<file path="src/rtl/hazard_fwd_unit.sv">
`default_nettype none
// ==========================================================================
// hazard_fwd_unit : load-use stall, branch flush and EX operand forwarding.
// HAZARD_FWD_EN enables forwarding; without it RAW hazards stall. Rev 1.0
// ==========================================================================
module hazard_fwd_unit (
  input  logic        clk,
  input  logic        rst_n,
  input  logic [4:0]  id_rs1,
  input  logic [4:0]  id_rs2,
  input  logic        id_rs1_used,
  input  logic        id_rs2_used,
  input  logic [4:0]  id_rd,
  input  logic        id_regwrite,
  input  logic        id_memread,
  input  logic        id_valid,
  input  logic        ex_branch_taken,
  output logic [1:0]  fwd_a_sel,
  output logic [1:0]  fwd_b_sel,
  output logic        pc_write,
  output logic        ifid_write,
  output logic        idex_bubble,
  output logic        ifid_flush,
  output logic [31:0] stall_count
);

  typedef enum logic [0:0] {RUN = 1'b0, STALL = 1'b1} state_t;

`ifdef HAZARD_FWD_EN
  localparam logic [1:0] MAX_STALL = 2'd1;
`else
  localparam logic [1:0] MAX_STALL = 2'd2;
`endif

  state_t      r_state;
  logic        r_stall_len;
  logic [4:0]  r_ex_rd;
  logic        r_ex_regwrite;
  logic        r_ex_memread;
  logic [4:0]  r_mem_rd;
  logic        r_mem_regwrite;
  logic [31:0] r_stall_count;

  logic        w_ex_match;
  logic        w_hazard;
  logic        w_stall;
  logic        w_bubble;

  assign w_ex_match = (r_ex_rd != 5'd0) &&
                      ((id_rs1_used && (id_rs1 == r_ex_rd)) ||
                       (id_rs2_used && (id_rs2 == r_ex_rd)));

`ifdef HAZARD_FWD_EN
  logic [4:0] r_ex_rs1;
  logic [4:0] r_ex_rs2;
  logic [4:0] r_wb_rd;
  logic       r_wb_regwrite;

  function automatic logic [1:0] fwd_sel(input logic [4:0] rs,
                                         input logic mem_rw, input logic [4:0] mem_rd,
                                         input logic wb_rw,  input logic [4:0] wb_rd);
    if (mem_rw && (mem_rd != 5'd0) && (mem_rd == rs))
      return 2'b01;
    else if (wb_rw && (wb_rd != 5'd0) && (wb_rd == rs))
      return 2'b10;
    else
      return 2'b00;
  endfunction

  assign fwd_a_sel = fwd_sel(r_ex_rs1, r_mem_regwrite, r_mem_rd, r_wb_regwrite, r_wb_rd);
  assign fwd_b_sel = fwd_sel(r_ex_rs2, r_mem_regwrite, r_mem_rd, r_wb_regwrite, r_wb_rd);
  assign w_hazard  = id_valid && r_ex_memread && w_ex_match;

  always_ff @(posedge clk or negedge rst_n) begin
    if (!rst_n) begin
      r_ex_rs1      <= 5'd0;
      r_ex_rs2      <= 5'd0;
      r_wb_rd       <= 5'd0;
      r_wb_regwrite <= 1'b0;
    end else begin
      r_ex_rs1      <= w_bubble ? 5'd0 : id_rs1;
      r_ex_rs2      <= w_bubble ? 5'd0 : id_rs2;
      r_wb_rd       <= r_mem_rd;
      r_wb_regwrite <= r_mem_regwrite;
    end
  end
`else
  logic w_mem_match;

  // Register file writes in the first half-cycle, so only EX and MEM writers conflict.
  assign w_mem_match = (r_mem_rd != 5'd0) &&
                       ((id_rs1_used && (id_rs1 == r_mem_rd)) ||
                        (id_rs2_used && (id_rs2 == r_mem_rd)));
  assign fwd_a_sel   = 2'b00;
  assign fwd_b_sel   = 2'b00;
  assign w_hazard    = id_valid &&
                       (((r_ex_memread || r_ex_regwrite) && w_ex_match) ||
                        (r_mem_regwrite && w_mem_match));
`endif

  assign w_stall  = w_hazard &&
                    !((r_state == STALL) && (({1'b0, r_stall_len} + 2'd1) == MAX_STALL));
  assign w_bubble = idex_bubble || !id_valid;

  always_comb begin
    pc_write    = 1'b1;
    ifid_write  = 1'b1;
    idex_bubble = 1'b0;
    ifid_flush  = 1'b0;
    if (!rst_n) begin
      pc_write = 1'b1;
    end else if (ex_branch_taken) begin
      ifid_flush  = 1'b1;
      idex_bubble = 1'b1;
    end else if (w_stall) begin
      pc_write    = 1'b0;
      ifid_write  = 1'b0;
      idex_bubble = 1'b1;
    end
  end

  always_ff @(posedge clk or negedge rst_n) begin
    if (!rst_n) begin
      r_ex_rd        <= 5'd0;
      r_ex_regwrite  <= 1'b0;
      r_ex_memread   <= 1'b0;
      r_mem_rd       <= 5'd0;
      r_mem_regwrite <= 1'b0;
    end else begin
      r_ex_rd        <= w_bubble ? 5'd0 : id_rd;
      r_ex_regwrite  <= w_bubble ? 1'b0 : id_regwrite;
      r_ex_memread   <= w_bubble ? 1'b0 : id_memread;
      r_mem_rd       <= r_ex_rd;
      r_mem_regwrite <= r_ex_regwrite;
    end
  end

  always_ff @(posedge clk or negedge rst_n) begin
    if (!rst_n) begin
      r_state       <= RUN;
      r_stall_len   <= 1'b0;
      r_stall_count <= 32'd0;
    end else begin
      if (!pc_write)
        r_stall_count <= r_stall_count + 32'd1;
      if (ex_branch_taken || !w_stall) begin
        r_state     <= RUN;
        r_stall_len <= 1'b0;
      end else if (r_state == RUN) begin
        r_state     <= STALL;
        r_stall_len <= 1'b0;
      end else begin
        r_stall_len <= 1'b1;
      end
    end
  end

  assign stall_count = r_stall_count;

endmodule
`default_nettype wire

</file>
<file path="config.mk">
export PLATFORM = sky130hd
export DESIGN_NAME = hazard_fwd_unit
export DESIGN_NICKNAME = d
export VERILOG_FILES = /design/src/rtl/hazard_fwd_unit.sv
export SDC_FILE = /design/constraint.sdc
export NUM_CORES = 1
export LEC_CHECK = 0
export ABC_CLOCK_PERIOD_IN_PS = 2400
export CAP_MARGIN = 15
export CORE_ASPECT_RATIO = 1.25
export CORE_UTILIZATION = 35
export DETAILED_ROUTE_END_ITERATION = 10
export SLEW_MARGIN = 40
export SYNTH_ARGS = -nofsm -noshare
export SYNTH_HDL_FRONTEND = slang
export SYNTH_SLANG_ARGS = --single-unit
</file>
<file path="constraint.sdc">
create_clock -name clk -period 2.4 [get_ports clk]
set_clock_uncertainty 0.1 [all_clocks]
set_input_delay 0.24 -clock clk [delete_from_list [all_inputs] [get_ports clk]]
set_output_delay 0.24 -clock clk [all_outputs]
set_load 0.005 [all_outputs]
</file>
==> flow_metrics.py <==
metrics = {
    "detailed_routing": {
        "totalWireLength_um": 5930,
        "wl_met3_um": 215,
        "drt-met1-wl_um": 2670,
        "drtIter0Drc": 45,
        "drtPass1Iterations": 4,
        "wl_met2_um": 2940,
        "viasPerCell": 4.86,
        "post_drt_wl_per_cell_um": 15.1,
        "antenna_left": 0,
        "drc": 0,
        "vias": 1909,
        "maxUsedRoutingLayer": "met4",
    },
    "synth": {
        "synth_top_area_share_pct": 49.2,
        "synth_cell_types": 37,
        "ys_top_cells_by_count": "dfrtp_1 (47), xnor2_1 (26), xor2_1 (25), nand2_1 (18), nor4_1 (12)",
        "synth_area_um2": 2390,
        "synth_ff_type": "dfrtp_1",
        "synth_edf_count": 0,
        "postSynthCellCount": 220,
        "yosysTopAreaCell": "dfrtp_1",
        "ys_warn_count": 0,
        "yosys_register_bits": 47,
        "ys_top_cells_by_area": "dfrtp_1 (49%), xnor2_1 (9.5%), xor2_1 (9.2%)",
        "syn_avg_cell_area_um2": 10.9,
        "synth_most_common_cell": "dfrtp_1",
        "synth-async-reset-ratio_pct": 100,
        "ys_seq_area_share_pct": 49.2,
    },
    "critical_path": {
        "worstPathArrival_ns": 2.13,
        "crit_path_start_kind": "flip-flop",
        "path_class": "flip-flop to output pin",
        "cp_max_fo": 3,
        "end_kind": "output pin",
        "r2r_cells": 9,
        "r2r_end": "stall_count[1]",
        "cp.required_ns": 2.06,
        "reg2reg_from": "r_mem_rd[4]",
        "r2r_slack_ns": 0.04,
    },
    "pwr": {
        "ir_drop_uv": 273,
        "power.switching_uw": 356,
        "power_leakage_uw": 0.00163,
        "p_seq_share_pct": 54.6,
        "pwr-share-clk_pct": 33.4,
        "intPower_uw": 1150,
        "pwr_density_cell_nw_per_um2": 426,
        "combPwrFrac_pct": 12.1,
        "p_sw_share_pct": 23.7,
    },
    "global_routing": {
        "grt_first_pass_wirelength_um": 9170,
        "antenna_found_initial": 0,
        "gr-total-overflow": 0,
        "grt_usage_pct": 17.0,
        "grt_max_degree": 38,
        "first_global_vias": 1846,
    },
    "placed_design": {
        "placed_area_um2": 3170,
        "dpl.cell_count": 375,
        "dp_slack_ns": -0.119,
        "gp_congestion": 0.852,
        "dpl.hpwl_um": 3960,
        "io_buffers": 58,
    },
    "final_layout": {
        "nets": 329,
        "antenna_cells": 0,
        "fin_util_pct": 53.7,
        "layoutNonFillerInstCount": 393,
        "post-route-cell-area_um2": 3530,
        "area_growth_syn_to_layout_pct": 47.6,
        "drive_above_1_share_pct": 22.5,
        "nFillCells": 580,
    },
    "floorplan": {
        "placementRows": 33,
        "die_w_um": 75.9,
        "io_pins": 63,
        "dieArea_um2": 7160,
        "floorplan.initialDensity_pct": 36.4,
        "core_um2": 6570,
        "fp.dieH_um": 94.4,
    },
    "sta": {
        "worst_pin_slew_ns": 0.659,
        "min_period_ns": 2.47,
        "rsz0062_at_grt": "true",
        "fin_crit_sh_pct": 103,
        "clock.fmax_ghz": 0.405,
        "fin_hold_ws_ns": 0.247,
        "maxSlewHeadroom_pct": 55.9,
        "finalWorstSetupSlack_ns": -0.0671,
        "slew_violations": 0,
        "finalHoldViolCount": 0,
        "setup_viol": 2,
    },
    "clocking": {
        "root_buffer": "clkbuf_8",
        "cts_tree": "built",
        "cts_sinks": 47,
        "numCtsBuffers": 5,
        "clk_latency_ns": 0.30,
        "htreeDepth": 2,
        "clk_pin_slew_worst_paths_ns": 0.09,
        "cts_buffer_depth": 2,
    },
    "run_status": {
        "violations": "negative setup slack",
        "status": "finished, violations left",
    },
    "hold_path": {
        "hp-class": "primary input to asynchronous set/reset pin",
    },
    "flow_run": {
        "maxCapViolations": 0,
    },
}
## flip-flops by register name (all words and copies together), names as in the netlist
name and count:
r_ex_memread 1, r_ex_rd 5, r_ex_regwrite 1, r_mem_rd 5, r_mem_regwrite 1, r_stall_len 1
r_state 1, stall_count 32
## area by class of cell
cell class | count | area, um2 | area share (%)
Timing Repair Buffer | 87 | 842 | 23.9
Clock inverter | 1 | 8.76 | 0.248
Sequential cell | 47 | 1180 | 33.4
Tap cell | 87 | 109 | 3.09
Multi-Input combinational cell | 159 | 1280 | 36.4
Clock buffer | 7 | 86.3 | 2.45
Inverter | 5 | 18.8 | 0.532
## routing by layer
layer / GRT usage (%) / up-vias
met3: 3.52 / 10
met4: 5.09 / 0
met2: 26.5 / 45
li1: - / 926
met1: 23.6 / 928
met5: 0 / -
## critical path, stage by stage, from the launching register on
cell and delay [ns]:
dfrtp_1 0.40, or4_4 0.54, o21ai_2 0.14, buf_4 0.13, inv_2 0.03, a22oi_2 0.19, nand3b_1 0.17, buf_4 0.13
buf_6 0.09
## power groups by stage
stage | combinational (uW) | sequential (uW) | clock [uW]
CTS | 182 | 820 | 516
finish | 182 | 821 | 501
global placement | 168 | 834 | 0
global route | 200 | 823 | 560
detailed placement | 168 | 835 | 0
floorplan | 66.7 | 837 | 0
## cell families after synthesis
kind of cell | share of synthesized area (%)
and+or+nand+nor | 22.1
muxes | 0.471
other | 0.157
DFF | 49.2
AOI/OAI and AO/OA | 4.87
buffers and inverters | 3.93
xor gates and xnor gates | 18.7
adders and majority gates | 0.524
## through the flow
step	total power, uW	TNS [ns]
floorplan	904	0
global route	1580	-0.529
detailed placement	1000	-0.315
global placement	1000	-0.136
finish	1500	-0.0815
CTS	1520	-4.72
## how the worst max path moves through the flow
stage                              start         endpoint  slack [ns]  cells after the start
after floorplan           stall_count[3]  stall_count[26]        0.18                      7
after global placement       r_mem_rd[2]       ifid_write       -0.05                      6
after detailed placement     r_mem_rd[1]       ifid_write       -0.12                      6
after CTS                    r_mem_rd[1]   stall_count[8]       -0.19                     13
after global routing         r_mem_rd[4]       ifid_write       -0.15                      8
final                        r_mem_rd[4]       ifid_write       -0.07                      8
## cell usage in the layout (no fill, tap or decap), drive strengths merged, types with 2 or more instances in the layout
| cell type | n |
|---|---|
| a21boi | 7 |
| a22oi | 2 |
| and2 | 3 |
| and4 | 3 |
| buf | 29 |
| clkbuf | 10 |
| clkdlybuf4s50 | 54 |
| conb | 4 |
| dfrtp | 47 |
| inv | 5 |
| nand2 | 18 |
| nand3 | 8 |
| nand3b | 3 |
| nand4 | 9 |
| nor2 | 8 |
| nor3 | 11 |
| nor4 | 15 |
| o21ai | 2 |
| o22ai | 2 |
| or3 | 2 |
| or4 | 2 |
| xnor2 | 26 |
| xor2 | 25 |
## what timing repair did
| action | in CTS | in global routing |
|---|---|---|
| endpoints found under the hold margin | 12 | 0 |
| setup endpoints to repair | 3 | 36 |
| hold buffers | 1 | 0 |
| buffers inserted | 7 | 4 |
| resized for setup | 14 | 26 |
| cloned | 0 | 3 |
| pin swaps | 5 | 12 |
Power figures use the tool's default switching activity.
